## config.mk

```make
export PLATFORM = sky130hd
export DESIGN_NAME = atm_keypad_tx
export DESIGN_NICKNAME = d
export VERILOG_FILES = /design/src/rtl/atm_keypad_pkg.sv /design/src/rtl/atm_key_debounce.sv /design/src/rtl/atm_keypad_tx.sv
export SDC_FILE = /design/constraint.sdc
export NUM_CORES = 1
export LEC_CHECK = 0
export ABC_AREA = 1
export CAP_MARGIN = 20
export CORE_MARGIN = 2
export CORE_UTILIZATION = 50
export DETAILED_ROUTE_END_ITERATION = 8
export PLACE_DENSITY_LB_ADDON = 0.1
export REMOVE_ABC_BUFFERS = 1
export SYNTH_ARGS = -nofsm -noshare
export SYNTH_HDL_FRONTEND = slang
export SYNTH_SLANG_ARGS = --single-unit
```

## constraint.sdc

```tcl
create_clock -name clock -period 6.55 [get_ports clock]
set_clock_uncertainty 0.2 [all_clocks]
set_input_delay 1.31 -clock clock [delete_from_list [all_inputs] [get_ports clock]]
set_output_delay 1.31 -clock clock [all_outputs]
set_load 0.05 [all_outputs]
```

## src/rtl/atm_keypad_pkg.sv

```systemverilog
// Shared key codes, FSM state encodings and widths for the ATM front-panel transmitter.
package atm_keypad_pkg;

  localparam int unsigned AMOUNT_W = 32;

  localparam logic [3:0] KEY_WITHDRAW = 4'hA;
  localparam logic [3:0] KEY_DEPOSIT  = 4'hB;
  localparam logic [3:0] KEY_CLEAR    = 4'hC;
  localparam logic [3:0] KEY_ENTER    = 4'hE;

  typedef enum logic [2:0] {
    IDLE,
    PIN,
    SELECT,
    AMOUNT,
    RESULT,
    LOCKED
  } state_t;

  typedef enum logic {
    DEB_ARMED,
    DEB_RELEASE
  } deb_state_t;

  function automatic logic is_digit(input logic [3:0] k);
    return (k <= 4'd9);
  endfunction

endpackage

```

## src/rtl/atm_key_debounce.sv

```systemverilog
// Keypad debouncer: one keyEvent pulse per stable press, re-armed only after a stable release.
module atm_key_debounce
  import atm_keypad_pkg::*;
#(
  parameter int unsigned DEBOUNCE_CYCLES = 4
) (
  input  logic       clock,
  input  logic       reset,
  input  logic       keyPressed,
  input  logic [3:0] keyCode,
  output logic       keyEvent,
  output logic [3:0] keyValue
);

  localparam int unsigned CW = $clog2(DEBOUNCE_CYCLES + 1);
  localparam logic [CW-1:0] LAST = CW'(DEBOUNCE_CYCLES - 1);

  deb_state_t    phase, phase_n;
  logic [CW-1:0] cnt, cnt_n;
  logic          accepted, accept_n;

  always_comb begin
    phase_n  = phase;
    cnt_n    = cnt;
    accept_n = 1'b0;
    case (phase)
      DEB_ARMED: begin
        if (keyPressed) begin
          if (cnt == LAST) begin
            accept_n = 1'b1;
            phase_n  = DEB_RELEASE;
            cnt_n    = '0;
          end else begin
            cnt_n = cnt + CW'(1);
          end
        end else begin
          cnt_n = '0;
        end
      end
      DEB_RELEASE: begin
        if (!keyPressed) begin
          if (cnt == LAST) begin
            phase_n = DEB_ARMED;
            cnt_n   = '0;
          end else begin
            cnt_n = cnt + CW'(1);
          end
        end else begin
          cnt_n = '0;
        end
      end
      default: phase_n = DEB_RELEASE;
    endcase
  end

  // Reset lands in DEB_RELEASE so a key held through reset must first be released.
  always_ff @(posedge clock or posedge reset) begin
    if (reset) begin
      phase    <= DEB_RELEASE;
      cnt      <= '0;
      accepted <= 1'b0;
      keyEvent <= 1'b0;
      keyValue <= '0;
    end else begin
      phase    <= phase_n;
      cnt      <= cnt_n;
      accepted <= accept_n;
      keyEvent <= accepted;
      if (accept_n) keyValue <= keyCode;
    end
  end

endmodule

```

## src/rtl/atm_keypad_tx.sv

```systemverilog
// ATM front-panel transmitter: session FSM turning debounced keys into controller strobes.
module atm_keypad_tx
  import atm_keypad_pkg::*;
#(
  parameter int unsigned DEBOUNCE_CYCLES = 4,
  parameter int unsigned PIN_DIGITS      = 4,
  parameter int unsigned AMOUNT_DIGITS   = 9
) (
  input  logic                clock,
  input  logic                reset,
  input  logic                cardPresent,
  input  logic                keyPressed,
  input  logic [3:0]          keyCode,
  input  logic                incorrectPin,
  input  logic                warning,
  input  logic                block,
  input  logic                balanceUpdated,
  input  logic                insufficientFunds,
  output logic                stbDigit,
  output logic [3:0]          digit,
  output logic                stbTransaction,
  output logic                transType,
  output logic                stbAmount,
  output logic [AMOUNT_W-1:0] amount,
  output logic                panelLocked
);

  localparam int unsigned PW = $clog2(PIN_DIGITS + 1);
  localparam int unsigned AW = $clog2(AMOUNT_DIGITS + 1);

  state_t              state, state_n;
  logic [PW-1:0]       pin_count, pin_count_n;
  logic [AW-1:0]       amt_count, amt_count_n;
  logic [AMOUNT_W-1:0] acc, acc_n, amount_n;
  logic                stb_digit_n, stb_trans_n, stb_amount_n, trans_type_n;
  logic [3:0]          digit_n;
  logic                ip_q, warn_q, blk_q;
  logic                ip_rise, warn_rise, blk_rise;
  logic                key_event;
  logic [3:0]          key_value;

  atm_key_debounce #(.DEBOUNCE_CYCLES(DEBOUNCE_CYCLES)) u_deb (
    .clock     (clock),
    .reset     (reset),
    .keyPressed(keyPressed),
    .keyCode   (keyCode),
    .keyEvent  (key_event),
    .keyValue  (key_value)
  );

  assign ip_rise     = incorrectPin & ~ip_q;
  assign warn_rise   = warning & ~warn_q;
  assign blk_rise    = block & ~blk_q;
  assign panelLocked = (state == LOCKED);

  always_comb begin
    state_n      = state;
    pin_count_n  = pin_count;
    amt_count_n  = amt_count;
    acc_n        = acc;
    amount_n     = amount;
    digit_n      = digit;
    trans_type_n = transType;
    stb_digit_n  = 1'b0;
    stb_trans_n  = 1'b0;
    stb_amount_n = 1'b0;
    // Priority: card removal, then leaving IDLE, then block, then per-state handling.
    if (!cardPresent) begin
      state_n     = IDLE;
      pin_count_n = '0;
      amt_count_n = '0;
      acc_n       = '0;
    end else if (state == IDLE) begin
      state_n     = PIN;
      pin_count_n = '0;
    end else if (blk_rise && state != LOCKED) begin
      state_n = LOCKED;
    end else begin
      case (state)
        PIN: begin
          if (key_event) begin
            if (is_digit(key_value)) begin
              stb_digit_n = 1'b1;
              digit_n     = key_value;
              pin_count_n = pin_count + PW'(1);
              if (pin_count_n == PW'(PIN_DIGITS)) state_n = SELECT;
            end else if (key_value == KEY_CLEAR) begin
              pin_count_n = '0;
            end
          end
        end
        SELECT: begin
          if (ip_rise || warn_rise) begin
            state_n     = PIN;
            pin_count_n = '0;
          end else if (key_event) begin
            if (key_value == KEY_WITHDRAW || key_value == KEY_DEPOSIT) begin
              trans_type_n = (key_value == KEY_WITHDRAW);
              stb_trans_n  = 1'b1;
              state_n      = AMOUNT;
              acc_n        = '0;
              amt_count_n  = '0;
            end else if (is_digit(key_value)) begin
              stb_digit_n = 1'b1;
              digit_n     = key_value;
              pin_count_n = PW'(1);
              state_n     = PIN;
            end
          end
        end
        AMOUNT: begin
          if (key_event) begin
            if (is_digit(key_value)) begin
              if (amt_count != AW'(AMOUNT_DIGITS)) begin
                acc_n       = acc * AMOUNT_W'(10) + AMOUNT_W'(key_value);
                amt_count_n = amt_count + AW'(1);
              end
            end else if (key_value == KEY_CLEAR) begin
              acc_n       = '0;
              amt_count_n = '0;
            end else if (key_value == KEY_ENTER && amt_count != '0) begin
              amount_n     = acc;
              stb_amount_n = 1'b1;
              state_n      = RESULT;
            end
          end
        end
        RESULT: begin
          if (balanceUpdated || insufficientFunds) begin
            state_n     = PIN;
            pin_count_n = '0;
            acc_n       = '0;
            amt_count_n = '0;
          end
        end
        LOCKED:  ;
        default: state_n = IDLE;
      endcase
    end
  end

  always_ff @(posedge clock or posedge reset) begin
    if (reset) begin
      state          <= IDLE;
      pin_count      <= '0;
      amt_count      <= '0;
      acc            <= '0;
      amount         <= '0;
      digit          <= '0;
      transType      <= 1'b0;
      stbDigit       <= 1'b0;
      stbTransaction <= 1'b0;
      stbAmount      <= 1'b0;
      ip_q           <= 1'b0;
      warn_q         <= 1'b0;
      blk_q          <= 1'b0;
    end else begin
      state          <= state_n;
      pin_count      <= pin_count_n;
      amt_count      <= amt_count_n;
      acc            <= acc_n;
      amount         <= amount_n;
      digit          <= digit_n;
      transType      <= trans_type_n;
      stbDigit       <= stb_digit_n;
      stbTransaction <= stb_trans_n;
      stbAmount      <= stb_amount_n;
      if (state == IDLE) begin
        ip_q   <= 1'b0;
        warn_q <= 1'b0;
        blk_q  <= 1'b0;
      end else begin
        ip_q   <= incorrectPin;
        warn_q <= warning;
        blk_q  <= block;
      end
    end
  end

endmodule

```

==> results of run 1 <==
==> worst paths after layout <==
check | from | to | cells after the start
setup / recovery | block | acc[14] | 12
hold / removal | u_deb.accepted | u_deb.keyEvent | 0
setup reg to reg | acc[1] | acc[24] | 19
hold reg to reg | u_deb.accepted | u_deb.keyEvent | 0
max in group asynchronous | reset | acc[0] | 3
min in group asynchronous | reset | ip_q | 2
==> critical path: stages <==
cell and delay [ns]:
clkdlybuf4s50_1 0.42, nand3_1 0.18, o21ai_0 0.11, nor2_1 0.10, o2111ai_1 0.10, nand2_1 0.07
buf_4 0.34, nand3_1 0.12, buf_4 0.22, inv_1 0.57, o21ai_0 0.21, o22ai_1 0.16
==> report_power, final <==
| part | switching (mW) | leakage [nW] | total [mW] | internal (mW) |
|---|---|---|---|---|
| logic | 0.189 | 2.98 | 0.275 | 0.0857 |
| clock network | 0.218 | 0.139 | 0.497 | 0.279 |
| registers | 0.0415 | 1.31 | 0.672 | 0.631 |
==> kinds of logic (layout without fill, tap and decap cells) <==
| group | after synthesis | in the layout |
|---|---|---|
| flops | 95 | 95 |
| simple gates | 603 | 603 |
| compound gates | 132 | 132 |
| xor+xnor | 13 | 13 |
| buf+inv | 195 | 254 |
| fa+ha+maj | 66 | 66 |
==> cells in the mapped netlist (4+ instances only) <==
cell | number | area [um^2]
nor2_2 | 12 | 75.1
nor2_1 | 80 | 300
nor2_4 | 9 | 101
a21oi_1 | 29 | 145
nand3b_1 | 4 | 30.0
nand3_2 | 7 | 70.1
nand4_1 | 13 | 81.3
dfrtp_1 | 94 | 2350
inv_2 | 5 | 18.8
inv_1 | 177 | 664
xnor2_1 | 8 | 70.1
ha_1 | 64 | 801
nor3_1 | 8 | 40.0
o21ai_0 | 60 | 300
clkbuf_1 | 10 | 37.5
xor2_1 | 5 | 43.8
o22ai_1 | 20 | 125
nand3_1 | 74 | 370
nand2_2 | 14 | 87.6
nand2_1 | 380 | 1430
o21ai_1 | 5 | 25.0
==> per-stage QoR <==
stage	setup slack (ns)	cells	power, mW
final	2.68	1347	1.44
after global routing	2.35	1347	1.52
after CTS	2.68	1347	1.45
after detailed placement	2.35	1331	0.953
after global placement	2.42	1331	0.953
after floorplan	2.56	1091	0.865
==> layout make-up <==
class                           count  share of cell area [%]
Clock buffer                       12                    3.04
Clock inverter                      4                   0.356
Inverter                          182                    8.13
Multi-Input combinational cell    814                    51.0
Sequential cell                    95                    28.2
Tap cell                          184                    2.73
Timing Repair Buffer               56                    6.56
==> flip-flops by register name (all words and copies together), names as in the netlist, 3 cells and up, named ones only <==
| signal | cells |
|---|---|
| u_deb.keyValue | 4 |
| u_deb.cnt | 3 |
| pin_count | 3 |
| amount | 32 |
| state | 3 |
| acc | 32 |
| digit | 4 |
| amt_count | 4 |
==> layer usage <==
metal  track usage [%]  wire (um)
met5                 0          0
met4              8.66        695
met3              3.40        735
met2              42.6       8740
met1              33.6       8600
==> metrics.md, run 1 <==
| Metric | Value |
|---|---|
| N_diodes | 0 |
| Status | finished clean |
| Simple-gate share of the synthesized area | 35.0% |
| FF+latch count, synth | 95 |
| DP Area | 8150 um^2 |
| Fmax | 258 MHz |
| Commonest non-fill, non-tap cell in the layout | nand2_1 |
| R2R Setup Slk | 2.97 ns |
| Vias in the first global route | 6844 |
| Critical Path AT | 3.92 ns |
| Compound-Gate Fraction of Synth Area | 10.1% |
| Port buffer count | 53 |
| WHS | 0.158 ns |
| Sequential Area | 2380 um^2 |
| Post-Syn Instances | 1104 |
| Clk_lat worst skew | 0.34 ns |
| Number of synthesized flops with an enable pin | 0 |
| Total grt overflow | 0 |
| Multi-input combinational cell area | 4300 um^2 |
| Final core occ | 58.0% |
| Die H | 126 um |
| Clk slew on worst S/H paths | 0.06 ns |
| Setup-failing EPs final | 0 |
| Die Area | 15800 um^2 |
| Core Area | 14500 um^2 |
| YS warnings | 0 |
| CP Capture Type | flip-flop |
| Fill cell count | 1443 |
| IO Pins | 54 |
| Hold Path Class | flip-flop to flip-flop |
| Layout cell share with drive strength beyond 1 | 6.10% |
| DRT iter0 DRCs | 448 |
| Final Cell Area | 8430 um^2 |
| Antenna violations before repair | 0 |
| Synth Area in XOR/XNOR | 1.54% |
| Synth unique cells | 41 |
| Die W | 126 um |
| Post-detailed-routing wire length | 18800 um |
| Adder-Cell Fraction of Synth Area | 11.3% |
| Pre-antenna DRT Iters | 5 |
| Tcrit/Tclk final | 59.1% |
| H-tree depth | 3 |
| Mux share of post-synthesis cell area | 0% |
| Critical Path RT | 6.60 ns |
| Sink Count | 95 |
| PostCTS Resize Cnt | 0 |
| GP Congestion | 0.910 |
| Post-route ant nets | 0 |
| DP Wirelength | 15000 um |
| Pleak | 4.43 nW |
| CP max FO | 31 |
| Final Net Count | 1237 |
| Max clock buf depth | 2 |
| Avg Inst Size Synth | 6.72 um^2 |
| Via density | 5.19 |
| VDD IR max | 164 uV |
| Shortest period the worst path allows | 3.87 ns |
| WS Path Type | primary input to flip-flop |
| CTS root buf | clkbuf_16 |
| Power per cell area | 171 nW/um^2 |
| Largest family of logic cells by synthesized area | simple AND/OR/NAND/NOR gates |
| CTS tree | done |
| Top FF cell, synth | dfrtp_1 |
| Max_cap viols | 0 |
| CTS buffer count | 9 |
| Most frequent cells in the layout | 379 x nand2_1, 176 x inv_1, 94 x dfrtp_1 |
| Hold-fix buffers, CTS | 0 |
| RSZ-0062 raised after global routing | no |
| GRT Util Overall | 25.3% |
| Largest net degree at the start of global routing | 61 |
| Initial core utilization | 51.0% |
| Post-synth ARST share | 100% |
| Area delta synth->final | 13.7% |
| Endpoints failing hold | 0 |
| Crit path launch type | primary input |
| Post-Synthesis Cell Area | 7420 um^2 |
| Max-slew violation count | 0 |
| # DRC | 0 |
| First-pass GRT wire length | 32700 um |
| Sequential area share after synthesis | 32.1% |
| # rows | 44 |
| Slew headroom | 36.6% |
| Slew @ Worst Pin | 0.947 ns |
| Routed len/inst | 13.9 um |
| Routed via count | 6988 |
| Final TNS setup | 0 ns |
| Post-CTS setup buffer count | 0 |
Power figures use the tool's default switching activity.
==> run 2, diff against run 1 <==
==> constraint.sdc (replaced) <==
create_clock -name clock -period 4.04 [get_ports clock]
set_clock_uncertainty 0.2 [all_clocks]
set_input_delay 0.808 -clock clock [delete_from_list [all_inputs] [get_ports clock]]
set_output_delay 0.808 -clock clock [all_outputs]
set_load 0.05 [all_outputs]
==> run 2 against run 1 <==
  * Sequential share of layout area shrank 0.14 points
  * Hold slack is essentially flat
  * Register-to-register slack lost 2.5 ns
  * Design area grew 0.49%
  * Worst setup slack lost 2.2 ns
  * Utilization grew 0.28 points
  * Via count grew 1.3%
  * First-iteration DRC count grew 0.89%
  * Total power grew 64%
  * Sequential power grew 61%
  * Non-clock buffer count grew 2
  * Critical endpoint is now acc[24]
  * Highest routed layer unchanged
==> metrics.md, run 2 (same netlist as run 1, synthesis figures left out) <==
| Metric | Value |
|---|---|
| Antenna violations before repair | 0 |
| CP peak stage delay | 0.48 ns |
| Fmax | 280 MHz |
| Post-route ant nets | 0 |
| Critical Path RT | 4.07 ns |
| Post-CTS setup buffer count | 0 |
| Most frequent cells in the layout | 379 x nand2_1, 176 x inv_1, 94 x dfrtp_1 |
| Commonest non-fill, non-tap cell in the layout | nand2_1 |
| Port buffer count | 53 |
| DP Wirelength | 15800 um |
| Core Area | 14500 um^2 |
| Pre-antenna DRT Iters | 5 |
| Endpoints failing hold | 0 |
| PostCTS Resize Cnt | 0 |
| Crit path launch type | flip-flop |
| Status | finished clean |
| Final Cell Area | 8470 um^2 |
| Setup-failing EPs final | 0 |
| R2R Setup Slk | 0.47 ns |
| GP Congestion | 0.943 |
| Hold EP | u_deb.keyEvent |
| Initial core utilization | 51.0% |
| RSZ-0062 raised after global routing | no |
| Clk slew on worst S/H paths | 0.07 ns |
| Max clock buf depth | 2 |
| Via density | 5.25 |
| FF-to-FF Start | acc[1] |
| Total grt overflow | 0 |
| VDD IR max | 284 uV |
| CTS root buf | clkbuf_16 |
| CP max FO | 6 |
| Area delta synth->final | 14.3% |
| Die H | 126 um |
| # DRC | 0 |
| Shortest period the worst path allows | 3.57 ns |
| CP Capture Type | flip-flop |
| Worst hold start | u_deb.accepted |
| Reg2Reg Depth | 19 |
| # rows | 44 |
| Regs by FF count | acc (32), amount (32) |
| Placed insts | 1333 |
| Sink Count | 95 |
| Pleak | 4.45 nW |
| Top cell by count, worst path | nand2_1 |
| Die W | 126 um |
| Final TNS setup | 0 ns |
| Fin cells | 1349 |
| H-tree depth | 3 |
| DP Area | 8170 um^2 |
| Largest net degree at the start of global routing | 52 |
| Power per cell area | 279 nW/um^2 |
| Worst path cell trace | ha_1, ha_1, fa_1, nand2_1, nand2_1, nand3_1, nand2_1, nand2_1, nand2_1, inv_1, nand2_1, nor2_4, nand2_1, nor2_1, nand3_1, nand2_1, o21ai_1, nand2_1, nand2_1 |
| Slew @ Worst Pin | 0.735 ns |
| GRT Util Overall | 25.4% |
| Hold-fix buffers, CTS | 0 |
| IO Pins | 54 |
| Max-slew violation count | 0 |
| Post-detailed-routing wire length | 19400 um |
| Die Area | 15800 um^2 |
| Crit-path slowest cell | fa_1 |
| Clk_lat worst skew | 0.34 ns |
| Max_cap viols | 0 |
| Hold Path Class | flip-flop to flip-flop |
| DRT iter0 DRCs | 452 |
| Critical Path AT | 3.60 ns |
| Layout cell share with drive strength beyond 1 | 6.35% |
| CTS buffer count | 9 |
| CTS tree | done |
| Routed len/inst | 14.4 um |
| Slew headroom | 51.0% |
| Tcrit/Tclk final | 88.3% |
| WS Path Type | flip-flop to flip-flop |
| Reg2Reg Capture Point | acc[24] |
| First-pass GRT wire length | 32600 um |
| Final Net Count | 1239 |
| Hold Crit Depth | 0 |
| Routed via count | 7080 |
| Vias in the first global route | 6696 |
| N_diodes | 0 |
-- run 2: power by group --
| part | internal (mW) | switching [mW] |
|---|---|---|
| clock | 0.438 | 0.400 |
| combinational | 0.141 | 0.306 |
| sequential | 1.02 | 0.0613 |
-- run 2: how the worst max path moves through the flow --
stage	startpoint	endpoint	slack, ns	depth (start not counted)
finish	acc[1]	acc[24]	0.47	19
global route	acc[1]	acc[24]	0.18	19
CTS	acc[1]	acc[24]	0.48	19
detailed placement	acc[1]	acc[24]	0.51	19
global placement	acc[1]	acc[24]	0.51	19
floorplan	reset	acc[0]	0.56	1
-- run 2: metal layers --
layer  track usage [%]  wire [um]  up-vias  share of wire, %
met5                 0          0        -                 0
met4              8.47        604        0               3.1
met3              3.19        843       33               4.3
met2              42.3       9060      183                47
met1              34.5       8920     3238                46
li1                  -          -     3626                 -
-- run 2: layout make-up --
type                            count  area, um^2
Timing Repair Buffer               58         581
Clock buffer                        9         225
Tap cell                          184         230
Fill cell                        1476        6060
Multi-Input combinational cell    814        4300
Clock inverter                      7        75.1
Inverter                          182         686
Sequential cell                    95        2380
-- run 2: through the flow --
step           setup slack [ns]  util, %  hold slack [ns]  power [mW]
6_report                  0.473     58.3            0.158        2.37
2_1_floorplan             0.557        -            0.131        1.40
5_1_grt                   0.183     58.3            0.170        2.51
3_5_place_dp              0.506     56.2            0.146        1.55
3_3_place_gp              0.509     56.2            0.135        1.55
4_1_cts                   0.476     58.3            0.158        2.39
-- run 2: worst max-delay path: cells and delay by family, from the launching register on --
kind | cells | cell delay, ns
AND/OR/NAND/NOR | 14 | 1.54
AO/OA/AOI/OAI | 1 | 0.08
buffers and inverters | 1 | 0.10
flip-flops | 1 | 0.44
adder cells (fa/ha/maj) | 3 | 1.07
==> run 3, diff against run 2 <==
--- a/config.mk
+++ b/config.mk
@@ -10,8 +10,8 @@
 export CORE_MARGIN = 2
 export CORE_UTILIZATION = 50
 export DETAILED_ROUTE_END_ITERATION = 8
+export DONT_BUFFER_PORTS = 1
 export PLACE_DENSITY_LB_ADDON = 0.1
-export REMOVE_ABC_BUFFERS = 1
 export SYNTH_ARGS = -nofsm -noshare
 export SYNTH_HDL_FRONTEND = slang
 export SYNTH_SLANG_ARGS = --single-unit
==> run 3 against run 2 <==
  * Routed wire length shrank 0.51%
  * Largest cell class unchanged
  * Utilization decreased by 3.8 points
  * Critical endpoint is now acc[29]
  * Die area is the same
  * First-iteration DRC count increased by 26%
  * Sequential share of layout area up 1.9 points
==> metrics.md, run 3 (same netlist as run 1, synthesis figures left out) <==
| Metric | Value |
|---|---|
| Layout cell share with drive strength beyond 1 | 6.56% |
| Clk slew on worst S/H paths | 0.07 ns |
| Routed len/inst | 14.9 um |
| Post-route ant nets | 0 |
| CTS buffer count | 9 |
| CP Capture Type | flip-flop |
| First-pass GRT wire length | 32100 um |
| Hold Path Class | flip-flop to flip-flop |
| Commonest non-fill, non-tap cell in the layout | nand2_1 |
| DP Wirelength | 15400 um |
| Post-detailed-routing wire length | 19300 um |
| Port buffer count | 0 |
| Via density | 5.27 |
| Power per cell area | 297 nW/um^2 |
| Max_cap viols | 0 |
| Critical Path RT | 4.07 ns |
| Syn Nets | 1183 |
| Die H | 126 um |
| DRT iter0 DRCs | 570 |
| N_diodes | 0 |
| Family with the most delay on the worst path | simple AND/OR/NAND/NOR gates |
| CTS tree | done |
| Vias in the first global route | 6512 |
| Most frequent cells in the layout | 379 x nand2_1, 176 x inv_1, 94 x dfrtp_1 |
| H-tree depth | 3 |
| Metal2 WL | 8970 um |
| Crit-path slowest cell | fa_1 |
| WS Path Type | flip-flop to flip-flop |
| Antenna violations before repair | 0 |
| GRT Util Overall | 25.1% |
| Die Area | 15800 um^2 |
| Slew headroom | 45.4% |
| Fill cell count | 1497 |
| Buf/Inv on CP | 0 |
| Sink Count | 95 |
| RSZ-0062 raised after global routing | no |
| Regs by FF count | acc (32), amount (32) |
| PostCTS Resize Cnt | 0 |
| Max-slew violation count | 0 |
| # DRC | 0 |
| Pre-antenna DRT Iters | 5 |
| GP Congestion | 0.946 |
| # rows | 44 |
| Hold-fix buffers, CTS | 0 |
| Critical path depth | 17 |
| CP peak stage delay | 0.50 ns |
| Metal1 wirelength | 8870 um |
| Shortest period the worst path allows | 3.64 ns |
| Routed via count | 6836 |
| Max Used Layer | met4 |
| Die W | 126 um |
| Area delta synth->final | 6.87% |
| Initial core utilization | 51.0% |
| Status | finished clean |
| Reg2Reg Depth | 17 |
| IO Pins | 54 |
| Total grt overflow | 0 |
| Met3 routed wirelength | 889 um |
| VDD IR max | 245 uV |
| Worst path cell trace | ha_1, ha_1, fa_1, nand2_1, nand2_1, nand3_1, nand2_1, nand2_1, nand2_1, nor2_1, nand3_2, nor2_2, nand2_1, nor2_4, nand4_1, nand3_1, nand2_1 |
| CTS root buf | clkbuf_16 |
| Tcrit/Tclk final | 90.1% |
| Max clock buf depth | 2 |
| Endpoints failing hold | 0 |
| Post-CTS setup buffer count | 0 |
| Pleak | 4.26 nW |
| Crit path launch type | flip-flop |
| Hold Crit Depth | 0 |
| Critical Path AT | 3.67 ns |
| Setup-failing EPs final | 0 |
| Largest net degree at the start of global routing | 63 |
| Core Area | 14500 um^2 |
| WHS | 0.157 ns |
| Slew @ Worst Pin | 0.818 ns |
| Clk_lat worst skew | 0.34 ns |
| Top cell by count, worst path | nand2_1 |
| Final Net Count | 1186 |
| Final TNS setup | 0 ns |
| CP max FO | 5 |
| Fmax | 275 MHz |
run 3: cell type report:
| type | instances | area [um^2] | share of cell area (%) |
|---|---|---|---|
| multi-input cells | 814 | 4300 | 54.2 |
| well taps | 184 | 230 | 2.90 |
| flip-flops and latches | 95 | 2380 | 30.0 |
| repair buffers | 5 | 37.5 | 0.474 |
| clock inverters | 6 | 66.3 | 0.837 |
| inverters | 182 | 686 | 8.65 |
| clock buffers | 10 | 229 | 2.89 |
run 3: final timing paths:
check                               start              to  slack, ns
max                                acc[1]         acc[29]       0.40
min                        u_deb.accepted  u_deb.keyEvent       0.16
max reg2reg                        acc[1]         acc[29]       0.40
min reg2reg                u_deb.accepted  u_deb.keyEvent       0.16
max in group asynchronous           reset          acc[3]       2.61
min in group asynchronous           reset            ip_q       0.27
run 3: stage by stage:
step / total power, mW / cells / worst slack (ns) / util [%] / instance area [um^2]
2_1_floorplan: 1.41 / 1104 / 0.557 / - / 7420
3_3_place_gp: 1.51 / 1280 / 0.442 / 52.5 / 7630
3_5_place_dp: 1.52 / 1280 / 0.444 / 52.5 / 7630
4_1_cts: 2.37 / 1296 / 0.419 / 54.5 / 7930
5_1_grt: 2.47 / 1296 / 0.0279 / 54.5 / 7930
6_report: 2.35 / 1296 / 0.399 / 54.5 / 7930
run 3: per-layer routing:
metal	up-vias	GRT usage (%)
met5	-	0
met4	0	8.66
met3	35	4.12
met2	167	41.9
met1	3109	33.4
li1	3525	-
run 3: where the power goes:
group / internal [mW] / leakage [nW] / switching, mW
registers: 1.02 / 1.31 / 0.0813
clock network: 0.483 / 0.147 / 0.365
logic: 0.120 / 2.80 / 0.280
